==> config.mk <==
export PLATFORM = sky130hd
export DESIGN_NAME = sha3_padder
export DESIGN_NICKNAME = d
export VERILOG_FILES = /design/src/rtl/sha3_padder.sv
export SDC_FILE = /design/constraint.sdc
export NUM_CORES = 1
export LEC_CHECK = 0
export ABC_AREA = 1
export CAP_MARGIN = 20
export CORE_AREA = 4 4 253 255
export CTS_CLUSTER_DIAMETER = 150
export DETAILED_ROUTE_END_ITERATION = 10
export DIE_AREA = 0 0 257 259
export MAX_ROUTING_LAYER = met4
export PLACE_DENSITY = 0.8
export SLEW_MARGIN = 20
export SYNTH_ARGS = -nofsm -noshare
export SYNTH_HDL_FRONTEND = slang
export SYNTH_SLANG_ARGS = --single-unit
==> constraint.sdc <==
create_clock -name clk -period 26.7 [get_ports clk]
set_input_delay 2.67 -clock clk [delete_from_list [all_inputs] [get_ports clk]]
set_output_delay 2.67 -clock clk [all_outputs]
set_load 0.01 [all_outputs]
==> src/rtl/sha3_padder.sv <==
// SHA3-512 padder: packs 64-bit message words into 576-bit absorb blocks,
// applies pad10*1 with domain byte 0x06 and hands each block to the permutation core.
//
// state  | meaning
// ABSORB | accepting message words from the host
// PAD    | zero/0x80 fill after the last word; cnt==9 here means the final block
// DONE   | final block consumed, idle until reset
module sha3_padder (
   input  logic         clk,
   input  logic         rst,
   input  logic [63:0]  in,
   input  logic         in_ready,
   input  logic         is_last,
   input  logic [2:0]   byte_num,
   output logic         buffer_full,
   output logic [575:0] out,
   output logic         out_ready,
   input  logic         f_ack
);

   typedef enum logic [1:0] {ABSORB, PAD, DONE} state_t;

   state_t         state, state_nxt;
   logic [3:0]     cnt, cnt_nxt;
   logic [575:0]   out_nxt;
   logic [5:0]     keep_bits;
   logic [63:0]    keep_mask;
   logic [63:0]    domain_word;
   logic [63:0]    last_word;
   logic           blk_full;

   assign blk_full    = (cnt == 4'd9);
   assign buffer_full = blk_full | (state != ABSORB);
   assign out_ready   = blk_full & (state != DONE);

   // Byte k of the last word gets 0x06; a last word landing in slot 9 also carries the closing 0x80.
   assign keep_bits   = {byte_num, 3'b000};
   assign keep_mask   = ~(64'hFFFF_FFFF_FFFF_FFFF >> keep_bits);
   assign domain_word = 64'h0600_0000_0000_0000 >> keep_bits;
   assign last_word   = (in & keep_mask) | domain_word | ((cnt == 4'd8) ? 64'h80 : 64'h0);

   always_ff @(posedge clk or posedge rst) begin
      if (rst) begin
         state <= ABSORB;
         cnt   <= 4'd0;
         out   <= '0;
      end else begin
         state <= state_nxt;
         cnt   <= cnt_nxt;
         out   <= out_nxt;
      end
   end

   always_comb begin
      state_nxt = state;
      cnt_nxt   = cnt;
      out_nxt   = out;
      case (state)
         ABSORB: begin
            if (blk_full) begin
               if (f_ack) cnt_nxt = 4'd0;
            end else if (in_ready) begin
               cnt_nxt = cnt + 4'd1;
               if (is_last) begin
                  out_nxt   = {out[511:0], last_word};
                  state_nxt = PAD;
               end else begin
                  out_nxt = {out[511:0], in};
               end
            end
         end
         PAD: begin
            if (blk_full) begin
               if (f_ack) begin
                  cnt_nxt   = 4'd0;
                  state_nxt = DONE;
               end
            end else begin
               cnt_nxt = cnt + 4'd1;
               out_nxt = {out[511:0], (cnt == 4'd8) ? 64'h80 : 64'h0};
            end
         end
         DONE: begin
         end
         default: state_nxt = ABSORB;
      endcase
   end

endmodule

# Word level (Yosys, flattened, before mapping)
# Index checks and enable logic that the tools add are counted.
totals:
  wordCells: 48
  input_bits: 72
  latch_bits: 0
  ramBits: 0
  output_inout_bits: 578
  memories: 0
  rom_bits: 0
  regBits: 582
classes:
  n_mul: 0
  n_reduce_logical: 6
  n_addsub: 1
  bitwise_logic: 7
  mux: 17
  eq_ne: 12
  div_mod_pow: 0
  magnitude_cmp: 0
  shifts: 2
op_table:
  columns: ["op", "n"]
  rows:
  - ["$mux W576", 3]
  - ["$pmux W576 S2", 1]
  - ["$or A64 B64 Y64", 2]
  - ["$and A64 B64 Y64", 1]
  - ["$mux W64", 1]
  - ["$not A64 Y64", 1]
  - ["$shr A59 B6 Y64 const A", 1]
  - ["$shr A64 B6 Y64 const A", 1]
  - ["$mux W4", 4]
  - ["$ne A2 B2 Y1 const B", 7]
  - ["$mux W2", 5]
  - ["$eq A4 B4 Y1 const B", 2]
  - ["$mux W8", 1]
  - ["$pmux W4 S2", 1]
  - ["$pmux W2 S3", 1]
  - ["$reduce_and A6 Y1", 1]
  - ["$add A4 B1 Y4 const B", 1]
  - ["$reduce_and A4 Y1", 1]
  - ["$reduce_bool A2 Y1", 2]
  - ["$ne A3 B3 Y1 const B", 1]
  - ["$eq A2 B1 Y1 const B", 1]
  - ["$eq A2 B2 Y1 const B", 1]
  - ["$logic_not A2 Y1", 1]
  - ["$reduce_and A2 Y1", 1]
  - ["other kinds (3)", 3]

# Depth between registers and ports, before layout
# Gate-level depths: netlist of run 1.
depth:
  depth_word: 9
  ltp_mapped: 9
  depth_no_buf: 8

# Worst setup path before layout of run 1
# No wires, ideal clock.
synth_timing:
  path_type: "input -> register"
  from: "in is_last"
  to: "reg out[46]"
  t_arrival_ps: 3462
  slack_ps: 23108
  path_stages: 6
  n_path_buf: 1
  path_cell_list: "clkbuf_1 nand3_1 nand2_1 nor2_1 nand2_1 o21ai_0"
synth_between:
  elab_chain_len: 4
synth_rtl:
  columns: ["item", "line_no", "rtl"]
  rows:
  - ["start: declaration", "13", "input logic is_last,"]
  - ["$mux W64", "64", "if (is_last) begin"]
  - ["$mux W576", "62", "end else if (in_ready) begin"]
  - ["$mux W576", "60", "if (blk_full) begin"]
  - ["$pmux W576 S2", "58", "case (state)"]
  - ["end signal: assignment", "50", "out <= out_nxt;"]
  - ["end: declaration", "16", "output logic [575:0] out,"]
# Every way passes these cells. The select of a mux whose other input is x is not followed.
# A chain may end at the register's enable or synchronous reset.

# Worst setup path after layout of run 1
layout_timing:
  from: "in in_ready"
  to: "reg out[481]"
layout_between:
  elab_chain_len: 2
layout_rtl:
  columns: ["item", "line_no", "rtl"]
  rows:
  - ["start: declaration", "12", "input logic in_ready,"]
  - ["$ne A2 B2 Y1 (no source line)", null, null]
  - ["$reduce_and A4 Y1 (no source line)", null, null]
# Every way passes these cells.

==> results.md, run 1 <==
- Status: completed
- # port buffers: approximately 650
- Final design utilization: a little over 50%
- Hold depth: 2
- Core footprint: around 0.062 mm2
- Synth cell types: 22
- PwrDens: roughly 130 mW/mm2
- Flop2flop setup slack: ~22 ns
- Rel. slew slack: between 20% and 30%
- Worst EP required: 27.22 ns
- Hold Crit Class: register to register
- Number of synthesized register bits: 582
- Total Power: roughly 4.2 mW
- CP startpoint kind: primary input
- Total Routing Usage GR: 21.8%
- Synth cell count leaders: 750 x nand2_1, 582 x dfrtp_1, 549 x buf_4
- RSZ-0062 raised after global routing: false
- Syn Area/Cell: between 9 and 10 um2
- Pleak: 14.0 nW
- F_max: 157 MHz
- Number of global-route vias before repair: 17900
- Tmin final: 6.36 ns
- # Max-Cap Violations: 0
- Fin. max-slew vios: 0
- GP Congestion: 0.901
- EDFF count, synth: 0
- Routed wire per std cell: approximately 19 um
- Ys async rst share: 100%
- Area leader, netlist: dfrtp_1
- R2R depth: 8
- Row count: a little over 90
- Worst setup EP type: register
- Synth area leaders: dfrtp_1 56%, buf_4 16%, nand2_1 11%
- Die W: ~260 um
- Synth Instances: around 2800
- First-pass GRT wire length: about 110000 um
- Arrival time worst endpoint: just under 7 ns
- Root buffer cell: clkbuf_16
- Warnings, synthesis: 0
- Die Y: 259 um
- Most frequent cell after synthesis: nand2_1
- Clock Path Buffers: 3
- Pin count of the biggest net entering global routing: 211
- Area added between synthesis and finish: 19.5%
- CTS tree: yes
- Critical path class: primary input to register
- Total CTS buffers: 61
- CTS Hold Bufs: 0
- Synthesized area: roughly 0.026 mm2
- Total iterations of the first detailed-routing run: 5
- Total negative slack: 0 ns
- Main synth FF type: dfrtp_1
- Final worst-path cycle share: between 20% and 30%
- DRC Markers: 0
- Final Hold Viols: 0
- Placed Cells: between 3000 and 4000
- Final Net Count: around 3000
- Largest fanout on the critical path: 110
- Seq/Total Area, Yosys: between 50% and 60%
- Post_cts resized: 0
- Post-CTS Setup Bufs: 0
- Die area: between 0.06 and 0.07 mm2
- DRT iter0 DRCs: ~1800
- Post-DP HPWL: ~52000 um
- Finished Layout Cells: about 3800
- R2R Path Start: state[1]
- GR Overflow Total: 0
- Initial Util: between 40% and 50%
- Final clock skew: between 0.015 and 0.02 ns
- Post-DRT Antenna Nets: 0
- Worst reg2reg endpoint: out[481]
- Final wirelength: 72700 um
- Worst-margin pin slew: roughly 1.1 ns
- Via/cell ratio: 4.79
- Setup violators final: 0
- Hold Path Sink: out[534]
- Clock Latency Late Sink: slightly above 0.6 ns
- VDD IR max: around 0.21 mV
- I/O pin count: 650
- Initial antenna violation count: 3
- # clock sinks: a little under 600
- Worst-path clk slew: about 0.060 ns
- Syn nets: about 2900
- DR vias: between 15000 and 20000
- Min-delay src: out[534]
- H-tree levels: 2
- Share of cells above drive strength 1: under 10%
- Synth top area share: between 50 and 60%
==> state kept, by name, indices dropped and copies added (netlist names) <==
signal,flops
state,2
cnt,4
out,576
==> worst max-delay path by stage <==
stage / slack [ns] / start / endpoint
after global routing: 20.01 / in_ready / out[481]
after CTS: 20.44 / in_ready / out[481]
final: 20.34 / in_ready / out[481]
after floorplan: 7.75 / rst / cnt[0]
after global placement: 19.93 / in_ready / out[247]
after detailed placement: 19.83 / in_ready / out[234]
==> critical path: stages <==
cell and delay (ns):
clkdlybuf4s50_1 0.45, o21ai_1 0.10, nor2_4 0.75, buf_4 0.79, buf_4 0.70, buf_4 0.89
nand2_1 0.15, o21ai_1 0.14
==> cell type report <==
cell class / instances / area [um2]
clock inverter: 17 / 200
multi-input combinational: 1343 / 5810
tap: 837 / 1050
inverter: 266 / 1010
sequential: 582 / 14600
clock buffer: 98 / 1900
fill: 5489 / 30400
antenna: 4 / 10.0
timing repair buffer: 663 / 6630
==> layer usage <==
layer	share of wire, %	GRT usage, %	vias up
li1	-	-	8501
met1	43	28.7	8785
met2	46	32.9	733
met3	6.1	4.25	222
met4	5.6	9.99	0
met5	0	-	-
==> cell families (layout without fill, tap and decap cells) <==
kind of cell           count (synthesis)  count (layout)  share of synthesized area, %
other                                  0               4                             0
AO/OA/AOI/OAI                        509             509                          9.79
buffers and inverters                908            1044                          21.9
XOR/XNOR                               1               1                        0.0336
AND/OR/NAND/NOR                      833             833                          12.4
flip-flops                           582             582                          55.9
==> metrics by stage <==
stage	worst slack (ns)	instance area, um2	hold WS (ns)
2_1_floorplan	7.75	26100	0.465
3_3_place_gp	19.93	29100	0.462
3_5_place_dp	19.83	29100	0.464
4_1_cts	20.44	31100	0.481
5_1_grt	20.01	31200	0.503
6_report	20.34	31200	0.479
==> report_power, final <==
group	total, mW	switching [mW]	internal (mW)	leakage (nW)
clock	0.877	0.353	0.523	1.04
combinational	1.77	0.980	0.791	5.25
sequential	1.54	0.292	1.25	7.72
==> layout by cell type (no fill, tap or decap) <==
cell type	netlist	final
nand2_1	750	750
clkdlybuf4s50_1	0	649
dfrtp_1	582	582
o21ai_0	374	374
inv_1	264	263
o21ai_1	133	133
clkbuf_16	0	63
nand3_1	53	53
clkbuf_8	0	19
nor2_1	18	18
clkbuf_1	34	16
buf_4	549	11
clkinv_2	0	9
diode_2	0	4
bufinv_16	0	4
nand4_1	3	3
or2_2	3	3
inv_6	0	3
inv_2	2	2
nand2_2	3	2
nor2_4	1	2
buf_12	0	2
nor2_2	2	1
nand2_8	0	1
inv_8	0	1
o21a_1	1	1
xor2_1	1	1
a21boi_0	1	1
clkinv_4	0	1
buf_6	25	1
(Power assumes the default switching activity.)
==> run 2, diff against run 1 <==
PLACE_DENSITY = 0.83   (was 0.8)
clock period = 5.74 ns   (was 26.7 ns; I/O delays follow)
==> results.md, run 2 (synthesis results as in run 1) <==
- # Max-Cap Violations: 0
- Final Net Count: about 3000
- Comb pwr share: a little over two fifths
- Sequential share of power: between 30% and 40%
- Die Y: roughly 260 um
- Switching share of power: 39.1%
- Post_cts resized: 0
- Final clock skew: between 0.015 and 0.02 ns
- Clock Path Buffers: 3
- Worst-path clk slew: 0.06 ns
- Via/cell ratio: about 4.8
- DR vias: between 15000 and 20000
- Clock Latency Late Sink: between 0.6 and 0.7 ns
- Final worst-path cycle share: approximately 47%
- Pin count of the biggest net entering global routing: around 190
- Commonest non-fill, non-tap cells in the layout: 750 x nand2_1, 649 x clkdlybuf4s50_1, 582 x dfrtp_1
- Largest fanout on the critical path: around 170
- I/O pin count: 650
- Row count: 91
- Initial antenna violation count: 2
- Post-CTS Setup Bufs: 0
- VDD IR max: 0.685 mV
- H-tree levels: 2
- Number of global-route vias before repair: around 18000
- Post-DRT Antenna Nets: 0
- Most flops, register: out
- Clk pwr share: about a fifth
- Worst EP required: roughly 6.2 ns
- Arrival time worst endpoint: around 3.1 ns
- Share of cells above drive strength 1: between 4 and 5%
- Setup ws final: 3.07 ns
- Tmin final: roughly 2.7 ns
- Routed wire per std cell: roughly 19 um
- F_max: 374 MHz
- # clock sinks: between 500 and 600
- CTS tree: yes
- Int Pwr: 11.9 mW
- Psw: around 7.6 mW
- Core footprint: roughly 0.06 mm2
- Pleak: about 14 nW
- CP startpoint kind: register
- Worst setup EP type: register
- Worst slack, placed: between 2 and 3 ns
- GR Overflow Total: 0
- Rel. slew slack: around a third
- Final Hold Viols: 0
- DRT iter0 DRCs: roughly 1800
- Sequential cell area: 0.0146 mm2
- # port buffers: roughly 650
- Total Routing Usage GR: 21.8%
- Fin. max-slew vios: 0
- Non-Filler Cell Area, Final: about 0.031 mm2
- Final wirelength: 73200 um
- Initial Util: 42.3%
- Total CTS buffers: 60
- Post-DP HPWL: around 54000 um
- PwrDens: about 620 mW/mm2
- Max reg flops: around 580
- Die W: ~260 um
- # fillers: 5352
- Biggest regs: out (576), cnt (4), state (2)
- Area added between synthesis and finish: 19.9%
- First-pass GRT wire length: approximately 110000 um
- Root buffer cell: clkbuf_16
- CTS Hold Bufs: 0
- Area of the multi-input gates: a little under 0.006 mm2
- GP Congestion: 0.963
- DRC Markers: 0
- Hold Crit Class: primary input to asynchronous set/reset pin
- Placed cell area: ~0.03 mm2
- Die area: between 0.06 and 0.07 mm2
- Total iterations of the first detailed-routing run: 5
- Critical path class: register to register
- Setup violators final: 0
- Status: completed
- Commonest non-fill, non-tap cell in the layout: nand2_1
- Worst-margin pin slew: slightly above 1 ns
- RSZ-0062 raised after global routing: false
run 2: power groups by stage:
stage | logic, mW | registers, mW | clock network [mW]
finish | 8.33 | 7.16 | 3.96
global route | 9.01 | 7.38 | 4.21
CTS | 8.41 | 7.15 | 4.04
detailed placement | 8.35 | 7.19 | 0
global placement | 8.16 | 7.15 | 0
floorplan | 6.00 | 6.78 | 0
run 2: final cells by class:
type / count / share of cell area, %
flip-flops and latches: 582 / 46.6
well taps: 837 / 3.35
clock inverters: 30 / 1.12
inverters: 266 / 3.21
clock buffers: 81 / 5.35
diodes: 1 / 0.00801
multi-input cells: 1343 / 18.6
repair buffers: 676 / 21.8
run 2: metal layers:
metal / wire [um] / track usage (%) / share of wire, % / vias to the layer above
li1: - / - / - / 8525
met1: 30800 / 28.7 / 42 / 8811
met2: 34000 / 33.4 / 46 / 730
met3: 4690 / 4.12 / 6.4 / 189
met4: 3720 / 9.64 / 5.1 / 0
met5: 0 / - / 0 / -
run 2: worst paths after layout:
check                      startpoint  cells after the start  slack, ns  endpoint
setup / recovery             state[0]                      5       3.07  out[549]
hold / removal                    rst                      2       0.44  out[120]
setup reg to reg             state[0]                      5       3.07  out[549]
hold reg to reg              out[538]                      2       0.48  out[538]
max in group asynchronous         rst                      4       3.85  out[502]
min in group clk             out[538]                      2       0.48  out[538]
run 2: metrics by stage:
stage	cells	utilization (%)	power (mW)	hold slack (ns)	TNS, ns
floorplan	2833	-	12.8	0.465	-1609.49
global placement	3703	47.4	15.3	0.461	0
detailed placement	3703	47.4	15.5	0.465	0
CTS	3814	50.7	19.6	0.422	0
global route	3816	50.7	20.6	0.453	0
finish	3816	50.7	19.5	0.442	0
run 2: critical path, stage by stage, from the launching register on:
cell and delay, ns:
dfrtp_1 0.43, o21ai_1 0.28, inv_1 0.18, nand2_8 0.68, buf_12 0.48, o21ai_0 0.20
